`config.mk`:
```
export PLATFORM = sky130hd
export DESIGN_NAME = serial_add_arbiter
export DESIGN_NICKNAME = d
export VERILOG_FILES = /design/src/rtl/serial_add_pkg.sv /design/src/rtl/FA_B.sv /design/src/rtl/serial_add_arbiter.sv
export SDC_FILE = /design/constraint.sdc
export NUM_CORES = 1
export LEC_CHECK = 0
export CORE_ASPECT_RATIO = 1.1
export CORE_MARGIN = 4
export CORE_UTILIZATION = 53
export DETAILED_ROUTE_END_ITERATION = 10
export PLACE_DENSITY = 0.86
export SLEW_MARGIN = 30
export SYNTH_ARGS = -nofsm -noshare
export SYNTH_HDL_FRONTEND = slang
export SYNTH_SLANG_ARGS = --single-unit
```
`constraint.sdc`:
```
create_clock -name clk -period 3 [get_ports clk]
set_clock_uncertainty 0.1 [all_clocks]
set_input_delay 0.3 -clock clk [delete_from_list [all_inputs] [get_ports clk]]
set_output_delay 0.3 -clock clk [all_outputs]
set_load 0.02 [all_outputs]
```
`src/rtl/serial_add_pkg.sv`:
```
// ----------------------------------------------------------------------------
// serial_add_pkg
// Shared definitions for the bit-serial adder arbiter:
//   - state_e        : controller states (IDLE / RUN / DONE)
//   - id_t, ID0, ID1 : requester identifiers
//   - DEFAULT_WIDTH  : default operand width
//   - arb_pick()     : round-robin winner selection between two requesters
// ----------------------------------------------------------------------------
package serial_add_pkg;

    localparam int DEFAULT_WIDTH = 8;

    typedef enum logic [1:0] {
        ST_IDLE = 2'd0,
        ST_RUN  = 2'd1,
        ST_DONE = 2'd2
    } state_e;

    typedef logic id_t;

    localparam id_t ID0 = 1'b0;
    localparam id_t ID1 = 1'b1;

    // Round-robin pick: a lone request wins outright; on a tie the requester
    // that was not served last wins.
    function automatic id_t arb_pick(input logic r0, input logic r1, input id_t last);
        id_t win;
        if (r0 && r1) begin
            win = ~last;
        end else if (r1) begin
            win = ID1;
        end else begin
            win = ID0;
        end
        return win;
    endfunction

endpackage

```
`src/rtl/FA_B.sv`:
```
// ----------------------------------------------------------------------------
// FA_B
// Combinational one-bit full-adder cell shared by the serial adder.
// Ports:
//   a_i, b_i : operand bits
//   ci_i     : carry in
//   s_o      : sum bit
//   co_o     : carry out
// ----------------------------------------------------------------------------
module FA_B (
    input  logic a_i,
    input  logic b_i,
    input  logic ci_i,
    output logic s_o,
    output logic co_o
);

    assign s_o  = a_i ^ b_i ^ ci_i;
    assign co_o = (a_i & b_i) | (ci_i & (a_i ^ b_i));

endmodule

```
`src/rtl/serial_add_arbiter.sv`:
```
// ----------------------------------------------------------------------------
// serial_add_arbiter
// Time-shares one full-adder cell between two requesters. A granted
// requester's operands are latched and added LSB-first, one bit per clock,
// with a registered carry; the WIDTH-bit sum and carry-out are then presented
// with a one-cycle done pulse.
// Ports:
//   clk, rst              : clock, asynchronous active-high reset
//   req0/a0/b0/cin0       : requester 0 request and operands
//   req1/a1/b1/cin1       : requester 1 request and operands
//   gnt0, gnt1            : one-cycle grant pulses (operands captured that cycle)
//   busy                  : high from grant cycle through done cycle
//   owner                 : requester being served / last served
//   done                  : one-cycle result-valid pulse
//   sum, cout             : result, held until the next done
// ----------------------------------------------------------------------------
module serial_add_arbiter
    import serial_add_pkg::*;
#(
    parameter int WIDTH = DEFAULT_WIDTH
) (
    input  logic             clk,
    input  logic             rst,
    input  logic             req0,
    input  logic [WIDTH-1:0] a0,
    input  logic [WIDTH-1:0] b0,
    input  logic             cin0,
    input  logic             req1,
    input  logic [WIDTH-1:0] a1,
    input  logic [WIDTH-1:0] b1,
    input  logic             cin1,
    output logic             gnt0,
    output logic             gnt1,
    output logic             busy,
    output logic             owner,
    output logic             done,
    output logic [WIDTH-1:0] sum,
    output logic             cout
);

    localparam int                CNT_W    = (WIDTH > 1) ? $clog2(WIDTH) : 1;
    localparam logic [CNT_W-1:0]  LAST_BIT = CNT_W'(WIDTH - 1);

    state_e             state_q, state_d;
    logic               gnt0_q, gnt0_d;
    logic               gnt1_q, gnt1_d;
    logic               busy_q, busy_d;
    logic               done_q, done_d;
    id_t                owner_q, owner_d;
    id_t                last_q, last_d;
    logic [WIDTH-1:0]   sum_q, sum_d;
    logic               cout_q, cout_d;
    logic [WIDTH-1:0]   a_q, a_d;
    logic [WIDTH-1:0]   b_q, b_d;
    // Holds the WIDTH-1 low result bits; the final bit joins them directly
    // when the sum register is loaded.
    logic [WIDTH-2:0]   res_q, res_d;
    logic               carry_q, carry_d;
    logic [CNT_W-1:0]   cnt_q, cnt_d;
    logic               req0_q, req1_q;

    logic               fa_s_s;
    logic               fa_co_s;
    logic [WIDTH-1:0]   res_ext_s;
    logic               elig0_s, elig1_s;
    id_t                arb_last_s;
    id_t                win_s;
    logic               any_s;

    // Shared full-adder cell on the LSBs of the operand shift registers.
    FA_B u_fa (
        .a_i  (a_q[0]),
        .b_i  (b_q[0]),
        .ci_i (carry_q),
        .s_o  (fa_s_s),
        .co_o (fa_co_s)
    );

    // New sum bit enters from the MSB side of the partial result.
    assign res_ext_s = {fa_s_s, res_q};

    // Arbitration inputs. In DONE the just-served requester counts as last,
    // and only requests already present the cycle before are eligible, so a
    // request rising in the done cycle waits for the following idle cycle.
    always_comb begin
        elig0_s    = 1'b0;
        elig1_s    = 1'b0;
        arb_last_s = last_q;
        case (state_q)
            ST_IDLE: begin
                if (!(gnt0_q || gnt1_q)) begin
                    elig0_s = req0;
                    elig1_s = req1;
                end else begin
                    elig0_s = 1'b0;
                    elig1_s = 1'b0;
                end
            end
            ST_DONE: begin
                elig0_s    = req0 & req0_q;
                elig1_s    = req1 & req1_q;
                arb_last_s = owner_q;
            end
            default: begin
                elig0_s = 1'b0;
                elig1_s = 1'b0;
            end
        endcase
        win_s = arb_pick(elig0_s, elig1_s, arb_last_s);
        any_s = elig0_s | elig1_s;
    end

    // Next-state and datapath control.
    always_comb begin
        state_d = state_q;
        gnt0_d  = 1'b0;
        gnt1_d  = 1'b0;
        busy_d  = busy_q;
        done_d  = 1'b0;
        owner_d = owner_q;
        last_d  = last_q;
        sum_d   = sum_q;
        cout_d  = cout_q;
        a_d     = a_q;
        b_d     = b_q;
        res_d   = res_q;
        carry_d = carry_q;
        cnt_d   = cnt_q;
        case (state_q)
            ST_IDLE: begin
                if (gnt0_q || gnt1_q) begin
                    // Grant cycle: operands are stable on this closing edge.
                    state_d = ST_RUN;
                    if (owner_q == ID1) begin
                        a_d     = a1;
                        b_d     = b1;
                        carry_d = cin1;
                    end else begin
                        a_d     = a0;
                        b_d     = b0;
                        carry_d = cin0;
                    end
                    res_d = '0;
                    cnt_d = '0;
                end else if (any_s) begin
                    gnt0_d  = (win_s == ID0);
                    gnt1_d  = (win_s == ID1);
                    owner_d = win_s;
                    busy_d  = 1'b1;
                end else begin
                    busy_d = 1'b0;
                end
            end
            ST_RUN: begin
                carry_d = fa_co_s;
                a_d     = {1'b0, a_q[WIDTH-1:1]};
                b_d     = {1'b0, b_q[WIDTH-1:1]};
                res_d   = res_ext_s[WIDTH-1:1];
                cnt_d   = cnt_q + CNT_W'(1);
                if (cnt_q == LAST_BIT) begin
                    // Result is loaded on entry to DONE so it is valid with done.
                    state_d = ST_DONE;
                    done_d  = 1'b1;
                    sum_d   = res_ext_s;
                    cout_d  = fa_co_s;
                end else begin
                    state_d = ST_RUN;
                end
            end
            ST_DONE: begin
                last_d  = owner_q;
                state_d = ST_IDLE;
                if (any_s) begin
                    gnt0_d  = (win_s == ID0);
                    gnt1_d  = (win_s == ID1);
                    owner_d = win_s;
                    busy_d  = 1'b1;
                end else begin
                    busy_d = 1'b0;
                end
            end
            default: begin
                state_d = ST_IDLE;
                busy_d  = 1'b0;
            end
        endcase
    end

    // State and output registers.
    always_ff @(posedge clk or posedge rst) begin
        if (rst) begin
            state_q <= ST_IDLE;
            gnt0_q  <= 1'b0;
            gnt1_q  <= 1'b0;
            busy_q  <= 1'b0;
            done_q  <= 1'b0;
            owner_q <= ID0;
            last_q  <= ID1;
            sum_q   <= '0;
            cout_q  <= 1'b0;
            a_q     <= '0;
            b_q     <= '0;
            res_q   <= '0;
            carry_q <= 1'b0;
            cnt_q   <= '0;
            req0_q  <= 1'b0;
            req1_q  <= 1'b0;
        end else begin
            state_q <= state_d;
            gnt0_q  <= gnt0_d;
            gnt1_q  <= gnt1_d;
            busy_q  <= busy_d;
            done_q  <= done_d;
            owner_q <= owner_d;
            last_q  <= last_d;
            sum_q   <= sum_d;
            cout_q  <= cout_d;
            a_q     <= a_d;
            b_q     <= b_d;
            res_q   <= res_d;
            carry_q <= carry_d;
            cnt_q   <= cnt_d;
            req0_q  <= req0;
            req1_q  <= req1;
        end
    end

    assign gnt0  = gnt0_q;
    assign gnt1  = gnt1_q;
    assign busy  = busy_q;
    assign owner = owner_q;
    assign done  = done_q;
    assign sum   = sum_q;
    assign cout  = cout_q;

endmodule

```
==> results of run 1 <==
-- sequential cells by signal, summed over array words and instances, names as in the netlist, 2 cells and up --
signal   cells
sum          8
state_q      2
a_q          8
res_q        7
b_q          8
cnt_q        3
-- power breakdown --
group          internal (mW)  total, mW  leakage, nW  switching (mW)
sequential             0.859       1.04        0.593           0.181
combinational          0.639       1.33        0.632           0.690
clock                  0.355      0.558       0.0714           0.203
total                   1.85       2.93         1.30            1.07
-- synthesized netlist by cell type, types with 2 or more instances --
cell,count
a211oi_1,2
a21oi_1,2
a22o_1,21
a2bb2oi_1,2
buf_2,8
buf_6,3
clkbuf_2,2
dfrtp_1,45
ha_1,2
inv_1,6
mux2_2,8
mux2i_1,15
nand2_1,17
nand2b_1,3
nor2_1,4
nor2b_1,4
o21a_1,2
o21ai_0,5
o22ai_1,3
o2bb2ai_1,13
o31ai_2,2
-- worst max path at each step --
| stage | to | slack, ps | cells after the start |
|---|---|---|---|
| after floorplan | sum[0] | 1380 | 5 |
| after global placement | sum[5] | 1160 | 4 |
| after detailed placement | a_q[1] | 1110 | 3 |
| after CTS | owner | 940 | 1 |
| after global routing | owner | 880 | 1 |
| final | owner | 940 | 1 |
-- layout make-up --
type / count / area [um^2]
sequential: 46 / 1150
fill: 272 / 1130
multi-input combinational: 119 / 928
timing repair buffer: 56 / 548
clock buffer: 6 / 82.6
tap: 52 / 65.1
clock inverter: 2 / 60.1
inverter: 6 / 22.5
-- stage by stage --
step	total power, mW	cells	worst slack [ps]	hold slack (ps)	cell area (um^2)
CTS	2.94	287	939	187	2860
global placement	2.32	279	1160	360	2720
global route	3.12	287	878	213	2860
finish	2.93	287	939	179	2860
floorplan	2.01	185	1380	231	2190
detailed placement	2.36	279	1110	371	2720
-- routing by layer --
layer  GRT usage, %  part of all wire, %  wire length, um
met1           26.1                   45             2140
met2           31.7                   48             2300
met3           4.22                  5.0              240
met4           7.16                  1.9               92
met5              0                    0                0
-- logic make-up after synthesis --
kind of cell / after synthesis
compound gates: 56
fa+ha+maj: 3
buf+inv: 20
flops: 46
mux: 23
simple gates: 37
==> run summary, run 1 <==
slowest stage delay, CP -> 710 ps
Total GRT Usage -> 19.4%
Synth Area in Simple Gates -> 8.28%
number of global-route vias before repair -> 1631
synth top area cells -> dfrtp_1 51%, a22o_1 8.4%, mux2i_1 6.8%
Leakage -> 1.30 nW
Die Wd -> 69.3 um
# diodes -> 0
Rows -> 24
antenna-violating nets left -> 0
syn avg cell area -> 11.8 um^2
Initial Util -> 54.9%
CTS Buffer Depth -> 2
Reg-to-Reg End -> sum[3]
fraction of layout cells with a size suffix above 1 -> 12.3%
final slew viol count -> 0
hold_buf cts -> 0
initial antenna violation count -> 0
Max Cap Viol -> 0
number of flops mapped to enable cells by yosys -> 0
dpl hpwl -> 3.24 mm
Compound-Gate Fraction of Synth Area -> 20.9%
final critical-path share of the clock period -> 68.7%
Core ar. -> 0.00399 mm^2
clk slew on worst S/H paths -> 80 ps
most common cell after layout, fill and taps aside -> clkdlybuf4s50_1
Worst-Margin Slew -> 660 ps
critical path, cell by cell -> clkdlybuf4s50_1
first-pass GRT wire length -> 8.03 mm
slew margin rel. -> 55.8%
status -> finished clean
Boundary Pins -> 52
die height -> 75.5 um
most common flop cell mapped by yosys -> dfrtp_1
vias per inst -> 5.76
post-synthesis mux area share -> 11.0%
delay-heaviest family, CP -> buffers and inverters
via count -> 1654
Inserted Clock Buffers -> 5
clk_lat worst skew -> 300 ps
r2r setup slk -> 1080 ps
GP Congestion -> 0.772
CP required -> 2600 ps
Buf/Inv on CP -> 1
top cell type's share of synthesized area -> 51.4%
Mapped Cells -> 185
Root Buffer -> clkbuf_8
Cell Pwr Density -> 1020 mW/mm^2
Synth Area in Adders -> 2.05%
XOR/XNOR Fraction of Synth Area -> 0%
Yosys reg bits -> 46
HP Class -> in -> async
CP Class -> reg -> out
DRC Markers -> 0
Setup violations, final -> 0
Area Overhead vs Synth -> 30.4%
clock tree sinks -> 46
commonest cells after routing, fill and taps aside -> 51 x clkdlybuf4s50_1, 45 x dfrtp_1, 21 x a22o_1
Worst Reg-to-Reg Cells -> 4
Final Hold Fails -> 0
CTS-repair resized insts -> 0
CP Launch Type -> flip-flop
CP max stage cell -> clkdlybuf4s50_1
global route total overflow -> 0
DRT Pass-1 Iters -> 4
full die area -> 0.00523 mm^2
wire per inst -> 16.6 um
Worst EP arrival -> 1660 ps
dominant combinational cell family by area after synthesis -> compound AO/OA/AOI/OAI gates
CTS tree -> yes
post-synth cell types -> 37
final design utilization -> 71.6%
RSZ-0062 raised after global routing -> false
min cycle time layout -> 2060 ps
Post-Synthesis Cell Area -> 0.00219 mm^2
VDD IR-drop max -> 0.000599 V
crit path from -> owner
WL final -> 4.77 mm
crit path capture type -> primary output
port bufs -> 51
pin count of the biggest net entering global routing -> 26
Syn. warnings -> 0
H-tree depth -> 2
nets -> 275
Max Fclk -> 485 MHz
syn nets -> 226
DRT iter0 DRCs -> 130
Post CTS Setup Buffer Count -> 0
CP max FO -> 12
setup_tns -> 0 ps
area leader, netlist -> dfrtp_1
asr flop ratio synth -> 100%
Seq/Total Area, Yosys -> 52.6%
FF-to-FF Start -> cnt_q[0]
Power figures use the tool's default switching activity.
==> inputs of run 2 (changes only) <==
--- a/config.mk
+++ b/config.mk
@@ -7,9 +7,9 @@
 export LEC_CHECK = 0
 export CORE_ASPECT_RATIO = 1.1
 export CORE_MARGIN = 4
-export CORE_UTILIZATION = 53
+export CORE_UTILIZATION = 44
 export DETAILED_ROUTE_END_ITERATION = 10
-export PLACE_DENSITY = 0.86
+export PLACE_DENSITY = 0.77
 export SLEW_MARGIN = 30
 export SYNTH_ARGS = -nofsm -noshare
 export SYNTH_HDL_FRONTEND = slang
==> constraint.sdc (replaced) <==
create_clock -name clk -period 1.7 [get_ports clk]
set_clock_uncertainty 0.1 [all_clocks]
set_input_delay 0.17 -clock clk [delete_from_list [all_inputs] [get_ports clk]]
set_output_delay 0.17 -clock clk [all_outputs]
set_load 0.02 [all_outputs]
==> run 2 against run 1 <==
Design area rose by 2.1%. Critical path type unchanged. Core utilization fell by 10 points. Sequential cell count unchanged. Clock power grew 48%. Die area increased by 18%.
==> run summary, run 2 (same netlist as run 1, synthesis figures left out) <==
status -> finished clean
setup_tns -> 0 ps
delay-heaviest family, CP -> buffers and inverters
Psw -> 1.89 mW
hold_buf cts -> 0
first-pass GRT wire length -> 7.58 mm
Inserted Clock Buffers -> 5
critical path, cell by cell -> clkdlybuf4s50_1
Total GRT Usage -> 16.3%
final hold slack -> 108 ps
die height -> 82.0 um
dpl hpwl -> 3.23 mm
DRC Markers -> 0
RSZ-0062 raised after global routing -> false
CTS Buffer Depth -> 2
HP Class -> in -> async
clk slew on worst S/H paths -> 90 ps
DRT iter0 DRCs -> 152
Area Overhead vs Synth -> 33.2%
dpl cells -> 289
port bufs -> 51
nets -> 282
# diodes -> 0
fraction of layout cells with a size suffix above 1 -> 14.5%
Max Fclk -> 612 MHz
Core ar. -> 0.00475 mm^2
Final Hold Fails -> 0
Tot Pwr -> 5.13 mW
min cycle time layout -> 1630 ps
placed inst area -> 0.00280 mm^2
Initial Util -> 46.2%
most common cell after layout, fill and taps aside -> clkdlybuf4s50_1
Sw Ratio -> 36.8%
wire per inst -> 15.8 um
initial antenna violation count -> 0
Cell Pwr Density -> 1760 mW/mm^2
non-filler cells, final -> 298
clock tree sinks -> 46
cell area after layout -> 0.00292 mm^2
full die area -> 0.00618 mm^2
crit path capture type -> primary output
GP Congestion -> 0.742
number of global-route vias before repair -> 1556
Max Cap Viol -> 0
CP Launch Type -> flip-flop
CTS-repair resized insts -> 0
Die Wd -> 75.3 um
Buf/Inv on CP -> 1
clk_lat worst skew -> 300 ps
Worst EP arrival -> 1360 ps
CP required -> 1430 ps
H-tree depth -> 2
slowest stage delay, CP -> 640 ps
Post CTS Setup Buffer Count -> 0
sequential share of power -> 34.4%
CP Class -> reg -> out
Root Buffer -> clkbuf_8
CTS tree -> yes
clock power share -> 16.1%
final slew viol count -> 0
internal power -> 3.25 mW
final critical-path share of the clock period -> 96.2%
pin count of the biggest net entering global routing -> 47
via count -> 1625
Rows -> 26
DRT Pass-1 Iters -> 4
Leakage -> 1.34 nW
antenna-violating nets left -> 0
vias per inst -> 5.45
Setup violations, final -> 0
CP max FO -> 5
WL final -> 4.71 mm
Boundary Pins -> 52
Worst-Margin Slew -> 635 ps
Gate power share -> 49.5%
CP max stage cell -> clkdlybuf4s50_1
global route total overflow -> 0
VDD IR-drop max -> 0.00127 V
slew margin rel. -> 57.6%
commonest cells after routing, fill and taps aside -> 51 x clkdlybuf4s50_1, 45 x dfrtp_1, 21 x a22o_1
run 2: area by class of cell:
| class | count | area [um^2] |
|---|---|---|
| clock inverter | 1 | 30.0 |
| timing repair buffer | 63 | 626 |
| tap | 56 | 70.1 |
| multi-input combinational | 119 | 933 |
| clock buffer | 7 | 86.3 |
| fill | 384 | 1830 |
| sequential | 46 | 1150 |
| inverter | 6 | 22.5 |
run 2: worst paths after layout:
path / slack [ps] / to / depth (start not counted) / start
setup reg to reg: 80 / sum[4] / 5 / cnt_q[0]
min in group clk: 240 / req1_q / 1 / req1
setup / recovery: 70 / gnt1 / 1 / gnt1
hold reg to reg: 380 / sum[7] / 2 / sum[7]
max in group asynchronous: 1110 / last_q / 3 / rst
hold / removal: 110 / sum[2] / 3 / rst
run 2: per-stage QoR:
stage | util [%] | worst slack, ps
2_1_floorplan | - | 80.9
3_5_place_dp | 58.9 | 54.7
4_1_cts | 61.3 | 43.5
5_1_grt | 61.5 | 2.78
6_report | 61.5 | 65.3
3_3_place_gp | 58.8 | -5.83
run 2: metal layers:
metal  wire length, um  vias up  global-route usage (%)
met5                 0        -                       0
li1                  -      788                       -
met3               275        6                    3.67
met4                64        0                    6.82
met1              2070      779                    21.6
met2              2300       52                    25.7
run 2: worst min-delay path, delay by kind of cell:
| family | cells | cell delay, ps |
|---|---|---|
| buf+inv | 3 | 720 |
run 2: power by group through the flow:
stage | combinational, mW | clock [mW] | sequential (mW)
final | 2.54 | 0.826 | 1.77
after global routing | 2.77 | 0.897 | 1.81
after CTS | 2.55 | 0.846 | 1.76
after detailed placement | 2.54 | 0 | 1.77
after global placement | 2.45 | 0 | 1.77
after floorplan | 1.66 | 0 | 1.89
